==> config.mk <==
export PLATFORM = sky130hd
export DESIGN_NAME = uart_rx
export DESIGN_NICKNAME = d
export VERILOG_FILES = /design/src/rtl/uart_pkg.sv /design/src/rtl/uart_rx_sync.sv /design/src/rtl/uart_rx.sv
export SDC_FILE = /design/constraint.sdc
export NUM_CORES = 1
export LEC_CHECK = 0
export CAP_MARGIN = 20
export CORE_MARGIN = 10
export CORE_UTILIZATION = 44
export DETAILED_ROUTE_END_ITERATION = 12
export GPL_ROUTABILITY_DRIVEN = 0
export PLACE_DENSITY = 0.66
export SETUP_SLACK_MARGIN = 0.4
export SLEW_MARGIN = 25
export SYNTH_ARGS = -nofsm -noshare
export SYNTH_HDL_FRONTEND = slang
export SYNTH_HIERARCHICAL = 1
export SYNTH_SLANG_ARGS = --single-unit
==> constraint.sdc <==
create_clock -name baud_clk -period 3.9 [get_ports baud_clk]
set_clock_uncertainty 0.2 [all_clocks]
set_input_delay 0.39 -clock baud_clk [delete_from_list [all_inputs] [get_ports baud_clk]]
set_output_delay 0.39 -clock baud_clk [all_outputs]
set_load 0.03 [all_outputs]
==> src/rtl/uart_pkg.sv <==
// Shared UART definitions: receiver FSM states, frame constants and the
// parity helper used by both uart_rx and uart_tx.
package uart_pkg;

  localparam int DATA_BITS = 8;
  localparam int STOP_BITS = 1;

  typedef enum logic [2:0] {
    IDLE   = 3'd0,
    START  = 3'd1,
    DATA   = 3'd2,
    PARITY = 3'd3,
    STOP   = 3'd4,
    BREAK  = 3'd5
  } state_t;

  // Parity bit a transmitter must send for this data byte.
  function automatic logic calc_parity(input logic [DATA_BITS-1:0] data, input logic odd);
    return odd ? ~(^data) : (^data);
  endfunction

endpackage

==> src/rtl/uart_rx_sync.sv <==
// Two-flop synchronizer for the asynchronous serial line; resets to the
// idle (high) level so a reset never looks like a start bit.
module uart_rx_sync (
  input  logic i_clk,
  input  logic i_reset,
  input  logic i_d,
  output logic o_q
);

  logic r_meta;
  logic r_q;

  // Two-stage capture of the asynchronous input.
  always_ff @(posedge i_clk) begin
    if (i_reset) begin
      r_meta <= 1'b1;
      r_q    <= 1'b1;
    end else begin
      r_meta <= i_d;
      r_q    <= r_meta;
    end
  end

  assign o_q = r_q;

endmodule

==> src/rtl/uart_rx.sv <==
// Oversampling UART receiver: start, 8 data bits LSB first, parity, 1 stop.
// Emits a one-cycle valid with the byte and parity/framing error flags.
module uart_rx
  import uart_pkg::*;
#(
  parameter int OVERSAMPLE = 16
) (
  input  logic                 baud_clk,
  input  logic                 reset,
  input  logic                 rx_in,
  input  logic                 parity_odd,
  output logic [DATA_BITS-1:0] dout,
  output logic                 valid,
  output logic                 receiving,
  output logic                 parity_err,
  output logic                 frame_err
);

  localparam int CNT_W = $clog2(OVERSAMPLE);
  localparam logic [CNT_W-1:0] HALF_M1 = CNT_W'(OVERSAMPLE / 2 - 1);
  localparam logic [CNT_W-1:0] FULL_M1 = CNT_W'(OVERSAMPLE - 1);
  localparam logic [CNT_W-1:0] CNT_ONE = CNT_W'(1);

  logic                 w_rx_s;
  state_t               r_state;
  logic [CNT_W-1:0]     r_cnt;
  logic [2:0]           r_bit_idx;
  logic [DATA_BITS-1:0] r_shreg;
  logic                 r_odd;
  logic                 r_p_rx;
  logic                 r_last;
  logic [DATA_BITS-1:0] r_dout;
  logic                 r_valid;
  logic                 r_receiving;
  logic                 r_parity_err;
  logic                 r_frame_err;

  uart_rx_sync u_sync (
    .i_clk   (baud_clk),
    .i_reset (reset),
    .i_d     (rx_in),
    .o_q     (w_rx_s)
  );

  // Frame FSM with bit-period counter; all outputs are registered here.
  always_ff @(posedge baud_clk) begin
    if (reset) begin
      r_state      <= IDLE;
      r_cnt        <= '0;
      r_bit_idx    <= 3'd0;
      r_shreg      <= '0;
      r_odd        <= 1'b0;
      r_p_rx       <= 1'b0;
      r_last       <= 1'b0;
      r_dout       <= '0;
      r_valid      <= 1'b0;
      r_receiving  <= 1'b0;
      r_parity_err <= 1'b0;
      r_frame_err  <= 1'b0;
    end else begin
      r_valid <= 1'b0;
      case (r_state)
        IDLE: begin
          if (!w_rx_s) begin
            r_state     <= START;
            r_cnt       <= '0;
            r_odd       <= parity_odd;
            r_receiving <= 1'b1;
          end
        end
        START: begin
          if (r_cnt == HALF_M1) begin
            r_cnt <= '0;
            if (!w_rx_s) begin
              r_state   <= DATA;
              r_bit_idx <= 3'd0;
            end else begin
              r_state     <= IDLE;
              r_receiving <= 1'b0;
            end
          end else begin
            r_cnt <= r_cnt + CNT_ONE;
          end
        end
        DATA: begin
          if (r_cnt == FULL_M1) begin
            r_cnt     <= '0;
            r_shreg   <= {w_rx_s, r_shreg[DATA_BITS-1:1]};
            r_bit_idx <= r_bit_idx + 3'd1;
            if (r_bit_idx == 3'd7) begin
              r_state <= PARITY;
            end
          end else begin
            r_cnt <= r_cnt + CNT_ONE;
          end
        end
        PARITY: begin
          if (r_cnt == FULL_M1) begin
            r_p_rx  <= w_rx_s;
            r_cnt   <= '0;
            r_state <= STOP;
          end else begin
            r_cnt <= r_cnt + CNT_ONE;
          end
        end
        STOP: begin
          // The stop bit is judged one edge after the counter expires.
          if (r_last) begin
            r_last       <= 1'b0;
            r_dout       <= r_shreg;
            r_valid      <= 1'b1;
            r_frame_err  <= ~w_rx_s;
            r_parity_err <= (r_p_rx != calc_parity(r_shreg, r_odd));
            if (w_rx_s) begin
              r_state     <= IDLE;
              r_receiving <= 1'b0;
            end else begin
              r_state <= BREAK;
            end
          end else if (r_cnt == FULL_M1) begin
            r_last <= 1'b1;
            r_cnt  <= '0;
          end else begin
            r_cnt <= r_cnt + CNT_ONE;
          end
        end
        BREAK: begin
          if (w_rx_s) begin
            r_state     <= IDLE;
            r_receiving <= 1'b0;
          end
        end
        default: begin
          r_state     <= IDLE;
          r_cnt       <= '0;
          r_last      <= 1'b0;
          r_receiving <= 1'b0;
        end
      endcase
    end
  end

  assign dout       = r_dout;
  assign valid      = r_valid;
  assign receiving  = r_receiving;
  assign parity_err = r_parity_err;
  assign frame_err  = r_frame_err;

endmodule

==> results by group, run 1 <==
Power
  – Power per cell area: 422 nW/µm²
  – Sw Pwr: 226 µW
  – Reg power frac: approximately half
  – P_leak: 0.000670 µW
  – Worst VDD drop: 0.304 mV
  – Combinational share of power: 15.8%
  – Clk network pwr share: 35.3%
  – PnR Total Power: between 800 and 900 µW
  – Power Internal: 588 µW
  – Switching Fraction: 27.8%

Setup path
  – CP cell instances: and2b_1 -> and3_1 -> mux2i_1 -> nor2_1
  – Critical path fanouts, max: 17
  – CP Capture Type: register
  – CP startpoint: r_state[1]
  – CP peak stage delay: 0.73 ns
  – Worst Setup Path Type: register to register
  – R2R Path Start: r_state[1]
  – CP Launch Type: register
  – Worst EP arrival: 2.14 ns
  – Critical Path RT: 3.87 ns
  – Slowest CP cell: dfxtp_1

STA
  – Slew HR: between 50 and 60%
  – RSZ-0062 raised after global routing: false
  – Final Max Tran Viols: 0
  – Max Freq: 460 MHz
  – Final Hold Vio Count: 0
  – Fin Hold WS: 0.197 ns
  – Final setup margin: ~1.7 ns
  – Worst slew pin tran: 0.650 ns
  – Setup violators final: 0
  – Setup tns final: 0 ns
  – Tmin final: roughly 2.2 ns
  – Final worst-path cycle share: a little under three fifths

Finish
  – Fillcell total: 344
  – Fin area: 1930 µm²
  – N_diodes: 0
  – Nets: around 210
  – Share of cells above drive strength 1: 7.39%
  – Area growth from synthesis to layout: 13.5%

Floorplanning
  – Core Rows: 22
  – Chip height: ~82 µm
  – Die Width: 82.2 µm
  – IO Count: 16
  – Starting Density: about 46%
  – Core Region: 3690 µm²
  – Die area: 6750 µm²

Drt
  – DR vias/cell: 5.24
  – DR DRC count: 0
  – Post-Route WL: 3400 µm
  – Final ANT Viol Nets: 0
  – Via count: 1,315
  – WL/cell: about 14 µm
  – Initial DRC count: 157
  – DRT Pass-1 Iters: 7

Placement
  – Dpl hpwl: 2390 µm
  – Pre-CTS setup slack: 1.74 ns
  – Placement Cell Area: around 1800 µm²
  – Port buffer count: 15

Status
  – Status: finished clean

Clock tree
  – Root buffer cell: clkbuf_8
  – Clock Sinks: 35
  – TritonCTS clock tree: yes
  – Setup bufs post-CTS: 0
  – Clock Tree Buf Depth: 2
  – Post-CTS Resized: 0
  – H-tree depth: 2
  – CTS Buf Count: 5
  – Clock Pin Slew Worst Setup and Hold Paths: about 0.070 ns
  – Hold Buf Count CTS: 0
  – Clk Latency, worst-skew pair: between 0.2 and 0.3 ns

Global routing
  – Initial antenna violation count: 0
  – GR Util All Layers: 10.7%
  – Remaining global-route overflow: 0
  – Vias in the first global route: 1,261
  – First-pass GRT wire length: 5640 µm
  – Largest net degree at the start of global routing: 38

Synth
  – Number of synthesized flops with an enable pin: 0
  – Leading area contributor after synthesis: dfxtp_1
  – Yosys top cell area share: 41.2%
  – Synth warnings: 6
  – Most common cell in the synthesized netlist: dfxtp_1
  – Top cells by area, synth: dfxtp_1, mux2i_1, nand2_1, nor2_1, a21oi_1
  – Synthesized area per cell: 8.76 µm²
  – Seq cells post-synth: 35
  – Async SR Flop Fraction: 0%
  – Post-synth top cells: dfxtp_1, nand2_1, nor2_1
  – Syn nets: 201
  – Cell area after synthesis: ~1700 µm²
  – Main synth FF type: dfxtp_1
  – Post-synthesis sequential area ratio: 41.2%
  – Synth cell types: 45
  – Post-Syn Instances: 194

Min path
  – Hold crit path type: register to register
  – Hold wc startpoint: u_sync/r_meta

Flow run
  – Maxcap violations: 0
[final timing paths]
check	endpoint	slack, ns	cells past startpoint
min reg2reg	u_sync/o_q	0.20	1
max	r_shreg[0]	1.73	4
min	u_sync/o_q	0.20	1
max reg2reg	r_shreg[0]	1.73	4
[worst max-delay path, delay by kind of cell, from the launching register on]
family,cells,cell delay [ns]
DFF,1,0.73
muxes,1,0.28
and+or+nand+nor,3,0.85
[layout make-up]
class	instances	area [µm²]	area share, %
sequential	35	701	36.3
timing repair buffer	16	158	8.17
multi-input combinational	141	900	46.6
clock buffer	8	100	5.19
inverter	3	11.3	0.584
tap	48	60.1	3.11
[sequential cells by signal, indices dropped and copies added, names as in the netlist]
signal / count
u_sync/o_q: 1
r_p_rx: 1
dout: 8
frame_err: 1
parity_err: 1
r_cnt: 4
r_odd: 1
u_sync/r_meta: 1
receiving: 1
r_state: 3
r_shreg: 8
r_last: 1
r_bit_idx: 3
valid: 1
[cells in the final DEF (no fill, tap or decap), types with 2 or more instances in the layout]
master / netlist / routed
a21o_1: 2 / 2
nand4_1: 3 / 3
or2_1: 2 / 2
dfxtp_1: 35 / 35
and3_1: 3 / 3
xnor2_1: 7 / 7
nand3_1: 4 / 4
a211oi_1: 3 / 3
clkdlybuf4s50_1: 0 / 15
nand2b_4: 2 / 2
nand2b_1: 2 / 2
ha_1: 3 / 3
nand4b_1: 2 / 2
a31oi_1: 2 / 2
inv_1: 3 / 3
or3b_1: 2 / 2
nor2_1: 21 / 21
clkbuf_8: 0 / 7
mux2i_1: 11 / 11
o21ai_0: 3 / 3
nor3_1: 3 / 3
nand2_1: 26 / 26
o21a_1: 4 / 4
o21ai_1: 4 / 4
a21oi_1: 15 / 15
[routing by layer]
metal | global-route usage [%] | share of wire (%) | up-vias
met1 | 12.4 | 48 | 616
met2 | 17.9 | 47 | 14
li1 | - | - | 680
met5 | 0 | 0 | -
met3 | 3.13 | 3.1 | 5
met4 | 5.10 | 1.7 | 0
[logic make-up after synthesis]
| kind of cell | Yosys count | share of synthesized area [%] |
|---|---|---|
| and+or+nand+nor | 78 | 23.7 |
| AOI/OAI and AO/OA | 40 | 15.1 |
| DFF | 35 | 41.2 |
| buffers and inverters | 18 | 5.89 |
| muxes | 11 | 6.48 |
| xor gates and xnor gates | 9 | 5.45 |
| adders and majority gates | 3 | 2.21 |
[power groups by stage]
stage / Combinational (µW) / Clock (µW) / Sequential (µW)
2_1_floorplan: 136 / 0 / 381
3_3_place_gp: 123 / 0 / 404
3_5_place_dp: 127 / 0 / 406
4_1_cts: 128 / 291 / 398
5_1_grt: 140 / 304 / 401
6_report: 128 / 288 / 398
[per-stage QoR]
step | instances | util, %
after global placement | 243 | 49.6
after CTS | 251 | 52.3
after floorplan | 194 | -
after detailed placement | 243 | 49.6
final | 251 | 52.3
after global routing | 251 | 52.3
Note: power is estimated with default switching activity, not from simulation.
==> run 2: changes to the inputs <==
- PLACE_DENSITY: 0.66 -> 0.68
- clock period: 3.9 -> 1.9 ns (I/O delays scaled with it)
==> results by group, run 2 (synthesis gave the netlist of run 1 again) <==
Flow run
  – Maxcap violations: 0

STA
  – Setup violators final: 0
  – Slew HR: 78.5%
  – Final Hold Vio Count: 0
  – RSZ-0062 raised after global routing: true
  – Final Max Tran Viols: 0
  – Max Freq: 613 MHz
  – Final worst-path cycle share: between 80% and 90%
  – Setup tns final: 0 ns
  – Tmin final: 1.63 ns
  – Worst slew pin tran: 0.324 ns

Floorplanning
  – IO Count: 16
  – Core Rows: 22
  – Core Region: 3690 µm²
  – Starting Density: a little under half
  – Chip height: 82.2 µm
  – Die area: 6750 µm²
  – Die Width: 82.2 µm

Finish
  – Fillcell total: 308
  – Fin area: 2310 µm²
  – Nets: between 200 and 250
  – Commonest non-fill, non-tap cell in the layout: nand2_1
  – Most frequent cells in the layout: nand2_1, dfxtp_1, nor2_1, buf_4, a21oi_1
  – Multi-input gate area: 1050 µm²
  – FF/Latch Area: 723 µm²
  – N_diodes: 0
  – Area growth from synthesis to layout: 35.6%
  – Share of cells above drive strength 1: 33.3%

Setup path
  – R2R Path Start: r_state[0]
  – CP Capture Type: register
  – Critical path fanouts, max: 5
  – CP Launch Type: register
  – Worst EP arrival: 1.63 ns
  – Critical Path RT: ~1.9 ns
  – Worst Setup Path Type: register to register
  – CP startpoint: r_state[0]

Clock tree
  – Clock Sinks: 35
  – Clk Latency, worst-skew pair: about 0.29 ns
  – TritonCTS clock tree: yes
  – H-tree depth: 2
  – Clock Pin Slew Worst Setup and Hold Paths: 0.07 ns
  – Root buffer cell: clkbuf_8
  – Hold Buf Count CTS: 0
  – Clock Tree Buf Depth: 2
  – CTS Buf Count: 5

Global routing
  – Vias in the first global route: around 1,500
  – Remaining global-route overflow: 0
  – GR Util All Layers: 13.2%
  – First-pass GRT wire length: 7090 µm
  – Initial antenna violation count: 0
  – Largest net degree at the start of global routing: 22

Power
  – PnR Total Power: 1880 µW
  – P_leak: 0.000883 µW
  – Power per cell area: 813 nW/µm²
  – Worst VDD drop: 0.598 mV

Placement
  – Port buffer count: 15
  – Placement Cell Area: 1920 µm²
  – Dpl hpwl: roughly 2500 µm

Drt
  – Via count: 1,510
  – Initial DRC count: between 100 and 150
  – Final ANT Viol Nets: 0
  – DR DRC count: 0
  – Post-Route WL: 4160 µm
  – DR vias/cell: 5.41
  – DRT Pass-1 Iters: 4
  – WL/cell: 14.9 µm

Min path
  – Hold wc startpoint: u_sync/r_meta
  – Hold crit path type: register to register

Status
  – Status: finished clean
[run 2: report_power, final]
group | switching, µW | leakage, µW | total, µW | internal (µW)
combinational | 272 | 0.000553 | 564 | 292
sequential | 31.6 | 0.000289 | 790 | 758
clock | 266 | 0.0000412 | 522 | 256
total | 570 | 0.000883 | 1880 | 1310
[run 2: cell type report]
type	instances	share of cell area, %
multi-input cells	143	45.7
clock inverters	2	0.543
well taps	48	2.60
repair buffers	42	16.1
flip-flops and latches	35	31.4
clock buffers	6	3.15
inverters	3	0.488
[run 2: worst paths after layout]
kind                                   end  slack, ns  cells after the start
worst min-delay path            u_sync/o_q       0.20                      1
worst min register to register  u_sync/o_q       0.20                      1
worst max-delay path              r_cnt[3]       0.27                      5
worst max register to register    r_cnt[3]       0.27                      5
[run 2: per-layer routing]
layer / wire (µm) / track usage (%)
met1: 1840 / 15.7
met2: 2070 / 21.3
met3: 204 / 4.32
met4: 50 / 6.12
met5: 0 / 0
[run 2: what timing repair did]
| action | in CTS | in global routing |
|---|---|---|
| endpoints found under the setup margin | 44 | 32 |
| pin swaps | 21 | 18 |
| gates cloned | 1 | 1 |
| buffers inserted | 18 | 2 |
| resized for setup | 47 | 13 |
[run 2: critical path, cell delays in order, from the launching register on]
cell     delay, ns
dfxtp_4       0.37
buf_6         0.13
or3b_4        0.41
a21oi_4       0.21
nand2_1       0.07
a31oi_1       0.15
[run 2: through the flow]
stage	cells	util (%)	setup slack (ns)	hold WS, ns
finish	279	62.5	0.269	0.202
CTS	276	60.4	0.266	0.204
floorplan	194	-	0.365	0.0871
detailed placement	249	52.1	0.103	0.188
global placement	249	52.1	0.175	0.188
global route	279	62.5	0.182	0.226
